<file path="src/rtl/gendelaymerge2_if.sv">
// Handshake bundle between the two delay-queue heads, the merge stage and its consumer.
// master = merge stage, slave = queues/consumer side.
interface gendelaymerge2_if #(
    parameter int WIDTH = 8
);
    logic             a_valid;
    logic [WIDTH-1:0] a_data;
    logic             a_re;
    logic             b_valid;
    logic [WIDTH-1:0] b_data;
    logic             b_re;
    logic             out_valid;
    logic [WIDTH-1:0] out_data;
    logic             out_src;
    logic             out_ready;

    modport master (
        input  a_valid, a_data,
        output a_re,
        input  b_valid, b_data,
        output b_re,
        output out_valid, out_data, out_src,
        input  out_ready
    );

    modport slave (
        output a_valid, a_data,
        input  a_re,
        output b_valid, b_data,
        input  b_re,
        input  out_valid, out_data, out_src,
        output out_ready
    );
endinterface

</file>
<file path="src/rtl/gendelaymerge2.sv">
// Round-robin merge of two delay-queue heads into a registered 2-entry tagged FIFO.
// Pop strobes depend only on registered state and input valids, never on out_ready.
module gendelaymerge2 #(
    parameter int WIDTH = 8,
    parameter int CNTW  = 16
) (
    input  logic            clk,
    input  logic            rst,
    gendelaymerge2_if.master bus,
    output logic [1:0]      occ,
    output logic [CNTW-1:0] cnt_a,
    output logic [CNTW-1:0] cnt_b
);
    typedef enum logic [1:0] {
        EMPTY = 2'd0,
        ONE   = 2'd1,
        TWO   = 2'd2
    } state_t;

    state_t           state_q, state_d;
    logic             last_q;
    logic [WIDTH-1:0] d0_q, d1_q;
    logic             s0_q, s1_q;
    logic             can_push, grant_a, grant_b, push, pop_out;
    logic             ld_head, ld_tail, shift;
    logic [WIDTH-1:0] in_data;

    // Tie goes to the source that did not win last time.
    function automatic logic pick_b(input logic av, input logic bv, input logic last);
        return bv & (~av | ~last);
    endfunction

    assign can_push = (state_q != TWO) & ~rst;
    assign grant_b  = can_push & pick_b(bus.a_valid, bus.b_valid, last_q);
    assign grant_a  = can_push & bus.a_valid & ~pick_b(bus.a_valid, bus.b_valid, last_q);
    assign push     = grant_a | grant_b;
    assign in_data  = grant_b ? bus.b_data : bus.a_data;

    assign bus.a_re      = grant_a;
    assign bus.b_re      = grant_b;
    assign bus.out_valid = (state_q != EMPTY);
    assign bus.out_data  = d0_q;
    assign bus.out_src   = s0_q;
    assign pop_out       = bus.out_valid & bus.out_ready;
    assign occ           = state_q;

    always_comb begin
        state_d = state_q;
        ld_head = 1'b0;
        ld_tail = 1'b0;
        shift   = 1'b0;
        unique case (state_q)
            EMPTY: begin
                if (push) begin
                    state_d = ONE;
                    ld_head = 1'b1;
                end
            end
            ONE: begin
                if (push && pop_out) begin
                    ld_head = 1'b1;
                end else if (push) begin
                    state_d = TWO;
                    ld_tail = 1'b1;
                end else if (pop_out) begin
                    state_d = EMPTY;
                end
            end
            TWO: begin
                if (pop_out) begin
                    state_d = ONE;
                    shift   = 1'b1;
                end
            end
            default: state_d = EMPTY;
        endcase
    end

    // Control state: occupancy, arbitration history, grant counters.
    always_ff @(posedge clk) begin
        if (rst) begin
            state_q <= EMPTY;
            last_q  <= 1'b1;
            cnt_a   <= '0;
            cnt_b   <= '0;
        end else begin
            state_q <= state_d;
            if (push) last_q <= grant_b;
            if (grant_a) cnt_a <= cnt_a + CNTW'(1);
            if (grant_b) cnt_b <= cnt_b + CNTW'(1);
        end
    end

    // Head entry is cleared on reset so the outputs read zero; the tail is only
    // ever read after being loaded.
    always_ff @(posedge clk) begin
        if (rst) begin
            d0_q <= '0;
            s0_q <= 1'b0;
        end else if (ld_head) begin
            d0_q <= in_data;
            s0_q <= grant_b;
        end else if (shift) begin
            d0_q <= d1_q;
            s0_q <= s1_q;
        end
    end

    always_ff @(posedge clk) begin
        if (ld_tail) begin
            d1_q <= in_data;
            s1_q <= grant_b;
        end
    end
endmodule

</file>
<file path="src/flat_wrapper.sv">
// flat-port wrapper written by rule: the top's interface ports become plain ports
module gendelaymerge2_flat 
#(
    parameter int WIDTH = 8,
    parameter int CNTW  = 16
)
  (clk, rst, occ, cnt_a, cnt_b, bus_a_valid, bus_a_data, bus_a_re, bus_b_valid, bus_b_data, bus_b_re, bus_out_valid, bus_out_data, bus_out_src, bus_out_ready);
  gendelaymerge2_if #(.WIDTH(WIDTH)) bus_i ();
  input  logic clk;
  input  logic rst;
  output logic [1:0] occ;
  output logic [CNTW-1:0] cnt_a;
  output logic [CNTW-1:0] cnt_b;
  input wire logic [$bits(bus_i.a_valid)-1:0] bus_a_valid;
  input wire logic [$bits(bus_i.a_data)-1:0] bus_a_data;
  output wire logic [$bits(bus_i.a_re)-1:0] bus_a_re;
  input wire logic [$bits(bus_i.b_valid)-1:0] bus_b_valid;
  input wire logic [$bits(bus_i.b_data)-1:0] bus_b_data;
  output wire logic [$bits(bus_i.b_re)-1:0] bus_b_re;
  output wire logic [$bits(bus_i.out_valid)-1:0] bus_out_valid;
  output wire logic [$bits(bus_i.out_data)-1:0] bus_out_data;
  output wire logic [$bits(bus_i.out_src)-1:0] bus_out_src;
  input wire logic [$bits(bus_i.out_ready)-1:0] bus_out_ready;
  assign bus_i.a_valid = bus_a_valid;
  assign bus_i.a_data = bus_a_data;
  assign bus_a_re = bus_i.a_re;
  assign bus_i.b_valid = bus_b_valid;
  assign bus_i.b_data = bus_b_data;
  assign bus_b_re = bus_i.b_re;
  assign bus_out_valid = bus_i.out_valid;
  assign bus_out_data = bus_i.out_data;
  assign bus_out_src = bus_i.out_src;
  assign bus_i.out_ready = bus_out_ready;
  gendelaymerge2 #(.WIDTH(WIDTH), .CNTW(CNTW)) u_core (.clk(clk), .rst(rst), .bus(bus_i), .occ(occ), .cnt_a(cnt_a), .cnt_b(cnt_b));
endmodule
</file>
<file path="config.mk">
export PLATFORM = sky130hd
export DESIGN_NAME = gendelaymerge2_flat
export DESIGN_NICKNAME = d
export VERILOG_FILES = /design/src/rtl/gendelaymerge2_if.sv /design/src/rtl/gendelaymerge2.sv /design/src/flat_wrapper.sv
export SDC_FILE = /design/constraint.sdc
export NUM_CORES = 1
export LEC_CHECK = 0
export ABC_AREA = 1
export CAP_MARGIN = 30
export CORE_AREA = 3 3 90 92
export DETAILED_ROUTE_END_ITERATION = 12
export DIE_AREA = 0 0 93 95
export GPL_TIMING_DRIVEN = 0
export PLACE_DENSITY_LB_ADDON = 0.1
export SYNTH_ARGS = -nofsm -noshare
export SYNTH_HDL_FRONTEND = slang
export SYNTH_SLANG_ARGS = --single-unit
</file>
<file path="constraint.sdc">
create_clock -name clk -period 1.61 [get_ports clk]
set_input_delay 0.161 -clock clk [delete_from_list [all_inputs] [get_ports clk]]
set_output_delay 0.161 -clock clk [all_outputs]
set_load 0.05 [all_outputs]
</file>
==> results.py <==
metrics = {
    "critical_path": {
        "cp.arrival_ps": 1520,
        "crit_required_ps": 1450,
        "worstSetupStartpointType": "flip-flop",
        "path_class": "reg -> out",
        "critPathLaunch": "u_core.occ[1]$_SDFFE_PP0P_",
        "end_kind": "output port",
        "worstRegToRegCells": 9,
        "cp_max_fo": 7,
        "r2r_slack_ps": 40,
        "rr_startpoint": "u_core.occ[1]$_SDFFE_PP0P_",
    },
    "synthesis": {
        "syn_inst": 448,
        "avgSynthCellArea_um2": 6.56,
        "synth_seq_area_share": 0.392,
        "dominantRegCellSynth": "dfxtp_1",
        "synth_area_mm2": 0.00294,
        "yosysWarnings": 0,
        "synth_edf_count": 9,
        "async_flop_share": 0,
        "synth_cell_types": 33,
        "synth_nets": 471,
        "synth-seq-cells": 53,
    },
    "global_route": {
        "grt_pass1_vias": 2661,
        "grt-ovfl-total": 0,
        "grt_first_pass_wirelength_um": 12600,
        "grt_max_degree": 18,
        "antenna_found_initial": 0,
        "grt_use_total": 0.177,
    },
    "sta": {
        "fin_setup_tns_ps": -137,
        "worstMarginPinSlew_ps": 562,
        "setup_violations": 2,
        "slew_viol_final": 0,
        "rsz0062_at_grt": "yes",
        "layout_setup_ws_ps": -68.9,
        "min_period_ps": 1680,
        "final.setup_skew_ps": 6.18,
        "hold_viol": 0,
        "fmax_mhz": 596,
        "max-slew-margin-rel": 0.625,
        "hold_slack_ps": 244,
        "fin_crit_sh": 1.04,
    },
    "place": {
        "hpwl_um": 5510,
        "place_area_mm2": 0.00372,
        "gp_congestion": 0.836,
        "portBuffers": 65,
    },
    "pwr": {
        "p_per_area_mw_per_mm2": 728,
        "p_leak_uw": 0.00169,
        "ir_worst_vdd_mv": 0.401,
        "combPwrFrac": 0.183,
        "p_total_uw": 2890,
        "p_sw_uw": 850,
        "power_frac_seq": 0.489,
        "power.share.switching": 0.294,
        "internal-power_uw": 2040,
        "clockPowerShare": 0.329,
    },
    "route": {
        "drtIter0Drc": 97,
        "drtPass1Iterations": 4,
        "vias": 2975,
        "drc": 0,
        "routed_wl_um": 7920,
        "wire_per_inst_um": 12.4,
        "drtAntennaViolNets": 0,
        "viasPerCell": 4.68,
    },
    "min_path": {
        "hold_start": "rst",
        "holdCritPathClass": "in -> reg",
        "min_path_cells": 2,
    },
    "clock_tree": {
        "cts_tree": "yes",
        "cts.clk_slew.worst_paths_ps": 100,
        "cts_made_buffers": 5,
        "cts.htree.levels": 2,
        "clk_path_buf_depth": 2,
        "clock_latency_ps": 310,
        "ctsHoldBuffers": 0,
        "clkSinkCount": 53,
        "clockRootBuffer": "clkbuf_8",
    },
    "finish": {
        "fillers": 783,
        "drive_above_1_share": 0.123,
        "final_common_cell": "nand2_1",
        "fin_nets": 559,
        "fin_area_mm2": 0.00397,
        "area.growth.synth_to_final_pct": 35.3,
        "antenna_cells": 0,
        "multi_input_area_mm2": 0.00153,
        "mostFrequentLayoutCells": "172 x nand2_1, 62 x nor2_1, 45 x inv_1, 45 x dlygate4sd2_1, 37 x dfxtp_1",
        "regArea_mm2": 0.00116,
        "utilization": 0.545,
    },
    "run": {
        "max_cap_violations": 0,
    },
    "status": {
        "status": "finished with violations",
        "violations": "negative setup slack",
    },
    "floorplan": {
        "core_region_area_mm2": 0.00729,
        "ios": 67,
        "die_x_um": 93,
        "die_y_um": 95,
        "initial_core_util": 0.403,
        "rows": 31,
        "dieArea_mm2": 0.00884,
    },
}
==> sequential cells by signal, summed over array words and instances, names as in the netlist <==
register             count
u_core.occ               2
u_core.last_q            1
u_core.cnt_b            16
u_core.cnt_a            16
u_core.s1_q              1
u_core.bus.out_src       1
u_core.bus.out_data      8
u_core.d1_q              8
==> cells in the mapped netlist, types with 4 or more instances <==
| cell type | count | share of area |
|---|---|---|
| edfxtp_1 | 9 | 0.092 |
| nand3_1 | 14 | 0.024 |
| inv_1 | 46 | 0.059 |
| dfxtp_1 | 44 | 0.30 |
| nand4_1 | 9 | 0.019 |
| clkbuf_1 | 4 | 0.0051 |
| nor3_1 | 4 | 0.0068 |
| nor2_1 | 65 | 0.083 |
| a21oi_1 | 27 | 0.046 |
| o21ai_0 | 12 | 0.020 |
| inv_2 | 4 | 0.0051 |
| nand2_1 | 173 | 0.22 |
| xnor2_1 | 4 | 0.012 |
| o21ai_1 | 7 | 0.012 |
==> critical path: stages, from the launching register on <==
cell and delay [ps]:
dfxtp_4 370, inv_4 50, nor2_4 160, nor2_8 70
nand2_8 110, clkinv_8 50, buf_12 120, buf_12 120
buf_12 140
==> per-stage QoR <==
step / setup slack [ps] / instances
6_report: -68.9 / 636
5_1_grt: -132 / 636
4_1_cts: -164 / 621
3_5_place_dp: -849 / 612
3_3_place_gp: -847 / 612
2_1_floorplan: 24.8 / 448
==> final cells by class <==
| class | count | area share |
|---|---|---|
| multi-input cells | 332 | 0.385 |
| plain buffers | 10 | 0.0205 |
| clock buffers | 5 | 0.0173 |
| clock inverters | 3 | 0.0116 |
| repair inverters | 1 | 0.00189 |
| inverters | 52 | 0.0557 |
| flip-flops and latches | 53 | 0.293 |
| well taps | 99 | 0.0312 |
| repair buffers | 81 | 0.184 |
==> final timing paths <==
kind	to
worst max register to register	u_core.d1_q[1]$_DFFE_PP_
worst max-delay path	bus_b_re
worst min register to register	u_core.last_q$_SDFFE_PP1N_
worst min-delay path	u_core.cnt_a[2]$_SDFFE_PP0P_
==> power groups by stage <==
stage	Clock [uW]	Combinational (uW)	Sequential (uW)
after floorplan	0	223	1560
after global placement	0	505	1450
after detailed placement	0	513	1450
after CTS	962	500	1420
after global routing	1010	576	1420
final	951	528	1410
==> cell families (layout without fill, tap and decap cells) <==
| group | after synthesis | after routing | share of synthesized area |
|---|---|---|---|
| xor gates and xnor gates | 5 | 5 | 0.0149 |
| adders and majority gates | 2 | 2 | 0.00852 |
| and+or+nand+nor | 275 | 275 | 0.397 |
| buffers and inverters | 63 | 152 | 0.0975 |
| AOI/OAI and AO/OA | 50 | 50 | 0.0899 |
| DFF | 53 | 53 | 0.392 |
==> what timing repair did <==
| item | 4_1_cts | 5_1_grt |
|---|---|---|
| endpoints found under the setup margin | 46 | 16 |
| gates resized for setup | 67 | 16 |
| cloned | 0 | 1 |
| pin swaps | 0 | 4 |
| setup buffers | 1 | 15 |
==> routing by layer <==
metal	global-route usage	part of all wire
met3	0.0351	0.055
met2	0.290	0.46
met1	0.240	0.48
met5	0	0
met4	0.0415	0.0058
No activity file was read; power rests on OpenSTA's default activity.
